==> config.mk <==
export PLATFORM = sky130hd
export DESIGN_NAME = mdu_ctrl
export DESIGN_NICKNAME = d
export VERILOG_FILES = /design/src/rtl/mdu_ctrl.sv
export SDC_FILE = /design/constraint.sdc
export NUM_CORES = 1
export LEC_CHECK = 0
export CAP_MARGIN = 40
export CELL_PAD_IN_SITES_DETAIL_PLACEMENT = 1
export CELL_PAD_IN_SITES_GLOBAL_PLACEMENT = 1
export CORE_UTILIZATION = 46
export CTS_CLUSTER_DIAMETER = 120
export DETAILED_ROUTE_END_ITERATION = 8
export PLACE_DENSITY_LB_ADDON = 0.1
export SYNTH_ARGS = -nofsm -noshare
export SYNTH_HDL_FRONTEND = slang
export SYNTH_SLANG_ARGS = --single-unit
==> constraint.sdc <==
create_clock -name clk -period 11.2 [get_ports clk]
set_input_delay 1.12 -clock clk [delete_from_list [all_inputs] [get_ports clk]]
set_output_delay 1.12 -clock clk [all_outputs]
set_load 0.03 [all_outputs]
==> src/rtl/mdu_ctrl.sv <==
// rtl/mdu_ctrl.sv - iterative MULT/MULTU/DIV/DIVU sequencer owning the HI/LO registers
module mdu_ctrl #(
  parameter int WIDTH = 32
) (
  input  logic             clk,
  input  logic             rst,
  input  logic             start,
  input  logic [1:0]       op,
  input  logic [WIDTH-1:0] src_a,
  input  logic [WIDTH-1:0] src_b,
  input  logic             flush,
  input  logic             hi_we,
  input  logic             lo_we,
  input  logic [WIDTH-1:0] wdata,
  output logic             busy,
  output logic             done,
  output logic [WIDTH-1:0] hi,
  output logic [WIDTH-1:0] lo
);

  localparam int CW = $clog2(WIDTH) + 1;
  localparam logic [CW-1:0] LAST_ITER = CW'(WIDTH - 1);

  localparam logic [1:0] S_IDLE   = 2'd0;
  localparam logic [1:0] S_CALC   = 2'd1;
  localparam logic [1:0] S_FINISH = 2'd2;

  logic [1:0]         state_q, state_d;
  logic [CW-1:0]      count_q, count_d;
  logic               div_q, div_d;
  logic               neg_q, neg_d;
  logic               rneg_q, rneg_d;
  logic [WIDTH-1:0]   m_q, m_d;
  logic [2*WIDTH-1:0] acc_q, acc_d;
  logic [WIDTH-1:0]   hi_q, hi_d;
  logic [WIDTH-1:0]   lo_q, lo_d;
  logic               done_q, done_d;

  logic [WIDTH-1:0]   a_mag, b_mag;
  logic [WIDTH:0]     mul_sum;
  logic [WIDTH:0]     div_shift;
  logic [WIDTH:0]     div_diff;

  always_comb begin
    state_d = state_q;
    count_d = count_q;
    div_d   = div_q;
    neg_d   = neg_q;
    rneg_d  = rneg_q;
    m_d     = m_q;
    acc_d   = acc_q;
    hi_d    = hi_q;
    lo_d    = lo_q;
    done_d  = 1'b0;

    a_mag = (op[0] && src_a[WIDTH-1]) ? -src_a : src_a;
    b_mag = (op[0] && src_b[WIDTH-1]) ? -src_b : src_b;

    // acc holds {partial product, multiplier} or {partial remainder, dividend/quotient}
    mul_sum   = {1'b0, acc_q[2*WIDTH-1:WIDTH]} + (acc_q[0] ? {1'b0, m_q} : {(WIDTH+1){1'b0}});
    div_shift = {acc_q[2*WIDTH-1:WIDTH], acc_q[WIDTH-1]};
    div_diff  = div_shift - {1'b0, m_q};

    case (state_q)
      S_IDLE: begin
        if (hi_we) hi_d = wdata;
        if (lo_we) lo_d = wdata;
        if (start && !flush) begin
          state_d = S_CALC;
          count_d = '0;
          div_d   = op[1];
          neg_d   = op[0] && (src_a[WIDTH-1] ^ src_b[WIDTH-1]);
          rneg_d  = op[0] && src_a[WIDTH-1];
          m_d     = op[1] ? b_mag : a_mag;
          acc_d   = {{WIDTH{1'b0}}, (op[1] ? a_mag : b_mag)};
        end
      end
      S_CALC: begin
        if (flush) begin
          state_d = S_IDLE;
        end else begin
          if (!div_q)
            acc_d = {mul_sum, acc_q[WIDTH-1:1]};
          else if (!div_diff[WIDTH])
            acc_d = {div_diff[WIDTH-1:0], acc_q[WIDTH-2:0], 1'b1};
          else
            acc_d = {div_shift[WIDTH-1:0], acc_q[WIDTH-2:0], 1'b0};
          count_d = count_q + 1'b1;
          if (count_q == LAST_ITER) state_d = S_FINISH;
        end
      end
      S_FINISH: begin
        state_d = S_IDLE;
        if (!flush) begin
          done_d = 1'b1;
          if (!div_q) begin
            {hi_d, lo_d} = neg_q ? -acc_q : acc_q;
          end else if (m_q != '0) begin
            // a zero divisor still runs the full sequence but leaves HI/LO alone
            lo_d = neg_q  ? -acc_q[WIDTH-1:0]       : acc_q[WIDTH-1:0];
            hi_d = rneg_q ? -acc_q[2*WIDTH-1:WIDTH] : acc_q[2*WIDTH-1:WIDTH];
          end
        end
      end
      default: state_d = S_IDLE;
    endcase
  end

  always_ff @(posedge clk or posedge rst) begin
    if (rst) begin
      state_q <= S_IDLE;
      count_q <= '0;
      div_q   <= 1'b0;
      neg_q   <= 1'b0;
      rneg_q  <= 1'b0;
      m_q     <= '0;
      acc_q   <= '0;
      hi_q    <= '0;
      lo_q    <= '0;
      done_q  <= 1'b0;
    end else begin
      state_q <= state_d;
      count_q <= count_d;
      div_q   <= div_d;
      neg_q   <= neg_d;
      rneg_q  <= rneg_d;
      m_q     <= m_d;
      acc_q   <= acc_d;
      hi_q    <= hi_d;
      lo_q    <= lo_d;
      done_q  <= done_d;
    end
  end

  assign busy = (state_q != S_IDLE);
  assign done = done_q;
  assign hi   = hi_q;
  assign lo   = lo_q;

endmodule

==> impl_metrics.ini, run 1 <==
[floorplan]
num_rows = 65
dieArea_um2 = 33000
io-pin-count = 170
core_um2 = 31600
die_w_um = 182
die_h_um = 182
start_util_pct = 46.9

[placement]
gp_congestion = 0.915
dp_hpwl_mm = 44.1
io_buffer_count = 169
dpl-instance-area_um2 = 16800
dp_slack_ps = 6790

[final_layout]
syn_to_final_growth_pct = 17.4
drive_gt1_share_pct = 4.90
antenna_cells = 0
postLayoutCellArea_um2 = 17400
fill_cells = 3875
fin_nets = 2201

[detailed_routing]
ant_nets = 0
totalWireLength_mm = 57.0
vias = 15311
wl_per_cell_um = 23.4
dr.pass1.iters = 6
drcViolationCount = 0
first_iter_violations = 1134
vias_per_cell = 6.27

[critical_path]
cp_max_fo = 27
slowest_delay_ps = 480
worstSetupEndpointType = flop
crit_path_start_kind = flop
required_ps = 11510
crit_type = flop to flop
cp_cell_sequence = inv_1, ha_1, fa_1, nand2b_1, a211oi_1, o21ai_0, a21oi_1, a31oi_1, o31a_1, xnor2_2, buf_4, mux2_2, a22oi_1, o21ai_0
path_delay_family = compound AO/OA/AOI/OAI gates
critPathBufInv = 2
cp_slowest_cell = xnor2_2
cp_data_arrival_time_ps = 4820
cp_common_cell = o21ai_0

[sta]
slew_headroom_pct = 39.0
worst_slack_ps = 6690
worst_pin_slew_ps = 915
period_share_pct = 40.3
hold_violations = 0
slew_violations = 0
setup_viol = 0
skew_ps = 11.0
rsz0062_at_grt = false
tns_ps = 0
max_freq_mhz = 222
min_period_ps = 4510

[clocking]
insertion_delay_ps = 460
cts_root_buf = clkbuf_16
h-tree-depth = 4
clk_pin_slew_worst_paths_ps = 70
clock_path_buffers = 2
cts_setup_buffers = 0
postCtsHoldBufs = 0
cts_resized = 0
cts_tree = done
clock_sinks = 172
cts_made_buffers = 17

[synthesis]
ys_ff_latch = 172
synth.distinct_cells = 76
syn-instance-count = 1932
synthTopCellsByCount = nand2_1, nor2_1, a21oi_1
ys_top_cells_by_area = dfrtp_1, a21oi_1, o21ai_0
async_flop_share_pct = 100
avgSynthCellArea_um2 = 7.69
synth_warnings = 0
synth_top_area_cell = dfrtp_1
synth_fp_nets = 2107
synth_edf_count = 0
synthDominantCellAreaShare_pct = 29.0
netlist_area_um2 = 14800
ys_seq_area_share_pct = 29.0
synth_ff_type = dfrtp_1

[power_and_ir_drop]
peakVddDrop_uv = 141
power_density_nw_per_um2 = 242
leakage_nw = 7.37
p_total_mw = 4.21

[run]
drv_cap = 0

[run_status]
status = complete, no violations

[grt]
antenna_found_initial = 0
grt_max_degree = 103
overflow = 0
grt_pass1_vias = 15243
grtUsageTotal_pct = 34.7
grt_pass1_wl_mm = 88.5

[hold_path]
hp-class = flop to flop
where the power goes:
group / leakage (nW) / total (mW) / switching (mW) / internal (mW)
logic: 4.96 / 2.52 / 1.50 / 1.02
registers: 2.12 / 1.08 / 0.305 / 0.773
clock network: 0.288 / 0.617 / 0.315 / 0.302
routing by layer:
metal	routed length (um)	GRT usage, %	up-vias
met5	0	0	-
met4	2150	13.9	0
met3	3230	4.45	96
met2	26100	56.1	542
met1	25500	47.1	7561
li1	-	-	7112
flip-flops by register name (all words and copies together), names as in the netlist:
name and cells:
done 1, div_q 1, count_q 6, acc_q 64, hi 32, state_q 2
m_q 32, neg_q 1, rneg_q 1, lo 32
kinds of logic (layout without fill, tap and decap cells):
logic type	Yosys count	after routing	synth area share (%)
compound gates	643	643	25.9
flops	172	172	29.0
xor+xnor	172	172	10.1
simple gates	645	645	20.5
mux	58	58	4.00
fa+ha+maj	71	71	6.08
buf+inv	171	278	4.43
cell usage in the layout (no fill, tap or decap), drive strengths merged, types with 18 or more instances in the layout:
cell type	netlist	routed
dfrtp	172	172
nor4	18	18
ha	69	69
nand2	201	201
o21ai	221	221
xnor2	104	104
nand2b	31	31
clkdlybuf4s50	0	168
buf	15	23
inv	54	63
nand3	21	21
nor3	44	44
or3	20	20
nor2	203	203
a21oi	199	199
o211ai	19	19
a21o	34	34
a31oi	26	26
a22oi	20	20
o31ai	24	24
xor2	68	68
mux2i	47	47
cell type report:
| type | count | area, um^2 | area share, % |
|---|---|---|---|
| clock buffer | 17 | 425 | 2.44 |
| multi-input combinational | 1589 | 9910 | 56.9 |
| clock inverter | 15 | 168 | 0.962 |
| timing repair buffer | 191 | 1910 | 10.9 |
| tap | 402 | 503 | 2.89 |
| sequential | 172 | 4310 | 24.7 |
| inverter | 55 | 211 | 1.21 |
through the flow:
| step | std cells | util (%) | hold WS [ps] |
|---|---|---|---|
| floorplan | 1932 | - | 450 |
| global placement | 2404 | 52.9 | 453 |
| detailed placement | 2409 | 53.2 | 470 |
| CTS | 2441 | 55.1 | 486 |
| global route | 2441 | 55.1 | 508 |
| finish | 2441 | 55.1 | 482 |
path summary, 6_finish.rpt:
path / startpoint / end / slack [ps] / cells after the start
worst max-delay path: acc_q[31] / acc_q[48] / 6690 / 14
worst min-delay path: hi[25] / hi[25] / 480 / 2
worst max register to register: acc_q[31] / acc_q[48] / 6690 / 14
worst min register to register: hi[25] / hi[25] / 480 / 2
max in group asynchronous: rst / div_q / 8790 / 5
min in group asynchronous: rst / lo[7] / 1050 / 2
tightest hold or removal path, cell delays in order (launching register included):
cell and delay [ps]:
dfrtp_1 340, nand2_1 50, nand2_1 60
No activity file was read; power rests on OpenSTA's default activity.
==> inputs of run 2 (changes only) <==
--- a/config.mk
+++ b/config.mk
@@ -8,7 +8,7 @@
 export CAP_MARGIN = 40
 export CELL_PAD_IN_SITES_DETAIL_PLACEMENT = 1
 export CELL_PAD_IN_SITES_GLOBAL_PLACEMENT = 1
-export CORE_UTILIZATION = 46
+export CORE_UTILIZATION = 39
 export CTS_CLUSTER_DIAMETER = 120
 export DETAILED_ROUTE_END_ITERATION = 8
 export PLACE_DENSITY_LB_ADDON = 0.1
==> constraint.sdc (replaced) <==
create_clock -name clk -period 4 [get_ports clk]
set_input_delay 0.4 -clock clk [delete_from_list [all_inputs] [get_ports clk]]
set_output_delay 0.4 -clock clk [all_outputs]
set_load 0.03 [all_outputs]
==> run 2 against run 1 <==
Combinational power grew to 2.9 times the previous value. Routed wire length is 4.1% higher. Clock skew is 2.3 ps higher. Clock-buffer cell count is 3 higher. Largest cell class unchanged. Non-clock buffer count is 33 higher. Register-to-register slack worse by 6500 ps. Worst setup slack worse by 6500 ps. Critical path depth stayed put. Total power grew to 2.8 times the previous value. Global-route usage is 4.1 points lower. Die area is 18% higher.
==> impl_metrics.ini, run 2 (same netlist as run 1, synthesis figures left out) <==
[run_status]
status = complete, no violations

[grt]
grtUsageTotal_pct = 30.6
grt_pass1_wl_mm = 90.8
antenna_found_initial = 1
overflow = 0
grt_max_degree = 109
grt_pass1_vias = 15185

[clocking]
cts_tree = done
h-tree-depth = 4
clock_sinks = 172
cts_made_buffers = 17
cts_root_buf = clkbuf_16
insertion_delay_ps = 460
clk_pin_slew_worst_paths_ps = 80
postCtsHoldBufs = 0
clock_path_buffers = 2

[detailed_routing]
totalWireLength_mm = 59.4
vias_per_cell = 5.89
drcViolationCount = 0
ant_nets = 0
wl_per_cell_um = 23.0
vias = 15228
dr.pass1.iters = 5
first_iter_violations = 798

[sta]
worst_pin_slew_ps = 924
period_share_pct = 95.8
setup_viol = 0
hold_violations = 0
worst_slack_ps = 169
min_period_ps = 3830
slew_violations = 0
max_freq_mhz = 261
whs_ps = 215
tns_ps = 0
skew_ps = 13.4
rsz0062_at_grt = false
slew_headroom_pct = 38.4

[critical_path]
reg2reg_to = acc_q[56]
crit_type = flop to flop
r2r-start = acc_q[31]
endpoint = acc_q[56]
r2r_cells = 14
r2r_slack_ps = 170
worstSetupEndpointType = flop
crit_path_start = acc_q[31]
cp_max_fo = 12
required_ps = 4350
crit_path_start_kind = flop
cp_data_arrival_time_ps = 4180

[power_and_ir_drop]
peakVddDrop_uv = 352
leakage_nw = 7.51
power_density_nw_per_um2 = 669

[placement]
dp_hpwl_mm = 47.2
gp_congestion = 0.927
dp_slack_ps = 146
io_buffer_count = 169

[hold_path]
hp-class = input port to asynchronous set/reset pin

[floorplan]
die_h_um = 197
num_rows = 71
die_w_um = 197
start_util_pct = 39.5
core_um2 = 37600
io-pin-count = 170
dieArea_um2 = 38900

[final_layout]
fill_cells = 4670
final_cell_mix = nand2_1, nor2_1, a21oi_1, o21ai_0, dfrtp_1
mostFrequentLayoutCell = nand2_1
top_register = acc_q
fin_nets = 2234
largest_register_ffs = 64
syn_to_final_growth_pct = 19.9
drive_gt1_share_pct = 6.37

[run]
drv_cap = 0
run 2: repair_timing:
action | CTS | global route
gates resized for setup | 0 | 3
endpoints found under the setup margin | 0 | 21
setup buffers | 0 | 1
run 2: critical path, stage by stage, from the launching register on:
cell and delay, ps:
dfrtp_1 400, inv_1 100, ha_1 220, fa_1 380, nand2b_1 220, a211oi_2 240, o21ai_0 190, a21oi_2 250
a31oi_1 220, o31a_1 370, xnor2_2 300, buf_4 270, mux2i_1 210, nor2_1 50, a221o_1 290
run 2: worst min path at each step:
stage	start	endpoint	slack [ps]	cells after the start
6_report	rst	lo[16]	220	2
3_3_place_gp	lo[21]	lo[21]	460	2
4_1_cts	rst	lo[16]	210	2
5_1_grt	rst	lo[16]	230	2
2_1_floorplan	m_q[11]	m_q[11]	450	2
3_5_place_dp	hi[29]	hi[29]	470	2
run 2: through the flow:
step	cells	util, %	area [um^2]	power, mW
4_1_cts	2582	47.3	17800	11.8
2_1_floorplan	1932	-	14900	7.66
3_5_place_dp	2550	45.8	17200	10.1
3_3_place_gp	2546	45.7	17200	9.93
5_1_grt	2583	47.4	17800	12.7
6_report	2584	47.4	17800	11.9
run 2: area by class of cell:
| class | count | area (um^2) | area share [%] |
|---|---|---|---|
| multi-input combinational | 1589 | 9910 | 55.7 |
| timing repair buffer | 224 | 2170 | 12.2 |
| inverter | 55 | 210 | 1.18 |
| clock buffer | 20 | 457 | 2.57 |
| tap | 511 | 639 | 3.59 |
| sequential | 172 | 4310 | 24.2 |
| clock inverter | 12 | 104 | 0.583 |
| antenna | 1 | 2.50 | 0.0141 |
run 2: routing by layer:
layer	global-route usage (%)	vias to the layer above	part of all wire [%]
met5	0	-	0
met4	11.2	0	3.3
met3	3.21	72	4.8
met2	49.4	424	46
met1	42.2	7570	46
li1	-	7162	-
run 2: power breakdown:
group	internal [mW]	switching [mW]
Clock	0.848	0.836
Sequential	2.17	0.777
Combinational	3.00	4.29
==> RTL change 1: new RTL, flow settings as in run 2 <==
Take the reset off `m_q`, `hi_q` and `lo_q` and load them in a clocked block of their own.
--- a/src/rtl/mdu_ctrl.sv
+++ b/src/rtl/mdu_ctrl.sv
@@ -113,10 +113,7 @@
       div_q   <= 1'b0;
       neg_q   <= 1'b0;
       rneg_q  <= 1'b0;
-      m_q     <= '0;
       acc_q   <= '0;
-      hi_q    <= '0;
-      lo_q    <= '0;
       done_q  <= 1'b0;
     end else begin
       state_q <= state_d;
@@ -124,12 +121,15 @@
       div_q   <= div_d;
       neg_q   <= neg_d;
       rneg_q  <= rneg_d;
-      m_q     <= m_d;
       acc_q   <= acc_d;
-      hi_q    <= hi_d;
-      lo_q    <= lo_d;
       done_q  <= done_d;
     end
+  end
+
+  always_ff @(posedge clk) begin
+    m_q  <= m_d;
+    hi_q <= hi_d;
+    lo_q <= lo_d;
   end
 
   assign busy = (state_q != S_IDLE);
Behaviour: not the same (Yosys sat finds a counterexample within 4 cycles, from zero or initial values and one cycle with rst high).
==> RTL change 1 against run 2 <==
- sequential share of layout area rose by 2.9 points
- sequential cell count did not move
- worst setup slack improved by 0.13 ns
- core utilization rose by 1.1 points
- maximum frequency rose by 3.5%
- worst hold slack improved by 0.11 ns
- critical endpoint is now hi[30]$_DFFE_PP_
- total power fell by 9.9%
- die area fell by 2.5%
- critical path type unchanged
- routed wire length fell by 0.28%
- area after synthesis fell by 2.5%
- cell area fell by 0.64%
==> RTL change 1: results (changes against run 2) <==
The run finished with clean final reports. The total global routing track utilization is 31.24% (+0.62 points). The area inside the core boundary came to 36520 sq um (-2.8%).

For this run, the leading register cell type out of synthesis is sky130_fd_sc_hd__edfxtp_1. The number of ordinary and repair buffers in the finished layout came out at 246 (+9.8%). The layout cell share with drive strength beyond 1 was 7.036% (+0.67 points). The post-place setup slack came out at -0.03947 ns (-0.1856 ns). The initial antenna violation count is 0 (-1). The area of combinational cells with multiple inputs is 9159 sq um (-7.6%). Among all stages on the critical path, the largest delay is contributed by sky130_fd_sc_hd__or3_1. The antenna diode count came out at 0 (-1). The share of synthesized registers carrying an async set or reset came out at 44.19% (-56 points). The total placed instance area came out at 17080 sq um (-0.79%). The placed wire-length estimate is 47.56 mm (+0.77%). The fraction of power consumed by combinational cells came to 58.4% (-2.8 points). The global-route track usage on met3 came to 5.830% (+2.6 points).

The commonest cells after synthesis are 206 x sky130_fd_sc_hd__a21oi_1, 189 x sky130_fd_sc_hd__nor2_1, 160 x sky130_fd_sc_hd__nand2_1. The synthesized instance count came out at 1753 (-9.3%). The kind of cell adding the most delay to the critical path is simple AND/OR/NAND/NOR gates. The largest net degree at the start of global routing came out at 61 (-44%). The final wirelength was 59.21 mm (-0.28%).

The number of global-route vias before repair is 14424 (-5.0%). The setup clock skew after layout was 0.01099 ns (-0.002393 ns). The post-synth net total is 1928 (-8.5%).

Yosys attributes the largest share of cell area to sky130_fd_sc_hd__edfxtp_1 20%, sky130_fd_sc_hd__dfrtp_1 13%, sky130_fd_sc_hd__a21oi_1 7.1%, sky130_fd_sc_hd__ha_1 6.0%, sky130_fd_sc_hd__xor2_1 5.6%. The clock group share of total power is 16.0% (+1.9 points). The peak supply drop came to 0.3567 mV (+1.4%).
==> RTL change 1: cells by family after synthesis <==
group           synth area share, %
compound gates                23.10
xor+xnor                      10.47
fa+ha+maj                     6.242
buf+inv                       4.081
flops                         33.06
mux                           4.936
simple gates                  18.11
==> RTL change 1: worst paths after layout <==
kind,endpoint,startpoint,depth (start not counted),slack (ns)
min in group clk,count_q[1]$_DFFE_PP0P_,count_q[1]$_DFFE_PP0P_,2,0.51
hold / removal,acc_q[4]$_DFFE_PP0P_,rst,2,0.33
setup / recovery,hi[30]$_DFFE_PP_,acc_q[32]$_DFFE_PP0P_,11,0.30
max in group asynchronous,count_q[3]$_DFFE_PP0P_,rst,3,2.85
hold reg to reg,count_q[1]$_DFFE_PP0P_,count_q[1]$_DFFE_PP0P_,2,0.51
setup reg to reg,hi[30]$_DFFE_PP_,acc_q[32]$_DFFE_PP0P_,11,0.30
==> RTL change 1: repair_timing <==
item | CTS | global route
setup endpoints to repair | 2 | 6
gates cloned | 0 | 0
gates resized for setup | 1 | 4
==> RTL change 2: new RTL, settings of run 2 <==
Made on the original files. Set the parameter `WIDTH` to 16 (it was 32).
--- a/src/rtl/mdu_ctrl.sv
+++ b/src/rtl/mdu_ctrl.sv
@@ -1,6 +1,6 @@
 // rtl/mdu_ctrl.sv - iterative MULT/MULTU/DIV/DIVU sequencer owning the HI/LO registers
 module mdu_ctrl #(
-  parameter int WIDTH = 32
+  parameter int WIDTH = 16
 ) (
   input  logic             clk,
   input  logic             rst,
Interface: changed (5 resized); port bits go from 170 to 90. No check against the original RTL was run, so the function may have changed too.
==> RTL change 2 against run 2 <==
- combinational power down 59%
- sequential power down 48%
- cell area down 49%
- clock skew down 0.0012 ns
- sequential share of layout area up 1.1 points
- worst setup slack better by 0.29 ns
- total power down 54%
- area after synthesis down 49%
- clock power down 45%
- routed wire length down 58%
- maximum frequency up 8.2%
- global-route usage down 4.8 points
- sequential cell count down 81
==> RTL change 2: results (changes against run 2) <==
The number of global-route vias before repair is 7111 (-53%). The total placed instance area is 8691 sq um (-50%). The number of buffers inserted by port buffering is 89 (-47%).

The antenna diode count came out at 0 (-1). The share of the clock period used by the worst path was 88.47% (-7.3 points). The largest fanout of any net on the critical path was 17 (+5).

The largest net degree at the start of global routing is 53 (-51%). The deepest level of the CTS H-tree is 3 (-1). The worst path arrival time is 3.78 ns (-0.40 ns). The layout cell share with drive strength beyond 1 came out at 6.100% (-0.27 points). The number of flip-flops in the largest register was 32 (-50%). The number of DRC markers in iteration 0 is 395 (-51%). The total global routing track utilization came out at 25.80% (-4.8 points). The final wirelength is 24.77 mm (-58%). The total iterations of the first detailed-routing run came to 4 (-1).

The post-detailed-route wirelength per cell is 20.07 microns (-13%). The total of fill cells in the finished design was 2258 (-52%). The worst reg2reg path endpoint is acc_q[29]$_DFFE_PP0P_.

The final weighted congestion in routability-driven placement is 0.8728 (-5.9%). The initial antenna violation count came to 0 (-1). The via-per-instance ratio is 5.777 (-2.0%). The relative max-transition margin is 40.20% (+1.8 points). The synthesized instance count is 923 (-52%). The run finished with clean final reports.

The startpoint identified for the worst register-to-register timing path is acc_q[15]$_DFFE_PP0P_. The peak supply drop is 0.3704 mV (+5.3%). The commonest cells after synthesis are 113 x sky130_fd_sc_hd__nor2_1, 94 x sky130_fd_sc_hd__a21oi_1, 91 x sky130_fd_sc_hd__dfrtp_1. The TritonCTS buffer count is 9 (-8). The total number of nets in the final design is 1091 (-51%). The sequential share of the synthesized area is 30.36% (+1.4 points).

The placed wire-length estimate is 19.08 mm (-60%). The worst-case register-to-register setup slack came out at 0.46 ns (+0.29 ns). The logic depth of the worst register-to-register path is 11 (-3).
[RTL change 2: cell types whose count changed in the layout (fill, tap and decap cells not counted), sizes merged, moves of 38 or more]
cell / change
a21oi: -104
clkdlybuf4s50: -80
dfrtp: -81
nand2: -124
nor2: -89
o21ai: -156
xnor2: -57
xor2: -38
[RTL change 2: layout make-up]
cell class                      count  area [sq um]  share of cell area (%)
Clock inverter                      6         71.32                  0.7923
Clock buffer                       10         239.0                   2.655
Multi-Input combinational cell    743          4885                   54.27
Tap cell                          234         292.8                   3.253
Inverter                           43         162.7                   1.807
Sequential cell                    91          2277                   25.30
Timing Repair Buffer              107          1074                   11.93
[RTL change 2: routing by layer]
layer / GRT usage, % / part of all wire, % / routed length, microns / vias up
li1: - / - / - / 3451
met3: 2.514 / 3.8 / 947 / 24
met4: 8.066 / 2.2 / 552 / 0
met1: 34.92 / 47 / 11700 / 3486
met2: 43.39 / 47 / 11570 / 168
met5: 0 / 0 / 0 / -
[RTL change 2: where the power goes]
group | switching, uW | total [uW] | internal (uW)
clock | 409 | 918 | 509
combinational | 1720 | 3010 | 1300
sequential | 386 | 1530 | 1140
total | 2510 | 5460 | 2950
[RTL change 2: cell families (layout without fill, tap and decap cells)]
logic type,Yosys count,count (layout),synth area share [%]
and+or+nand+nor,302,302,19.53
AOI/OAI and AO/OA,279,279,23.45
DFF,91,91,30.36
buffers and inverters,89,166,4.570
xor gates and xnor gates,77,77,8.991
muxes,45,45,6.222
adders and majority gates,40,40,6.872
[RTL change 2: worst max-delay path: cells and delay by family (launching register included)]
| kind | cells | cell delay [ns] |
|---|---|---|
| simple gates | 3 | 0.67 |
| compound gates | 4 | 0.99 |
| buf+inv | 1 | 0.19 |
| flops | 1 | 0.49 |
| mux | 1 | 0.43 |
| fa+ha+maj | 2 | 0.66 |
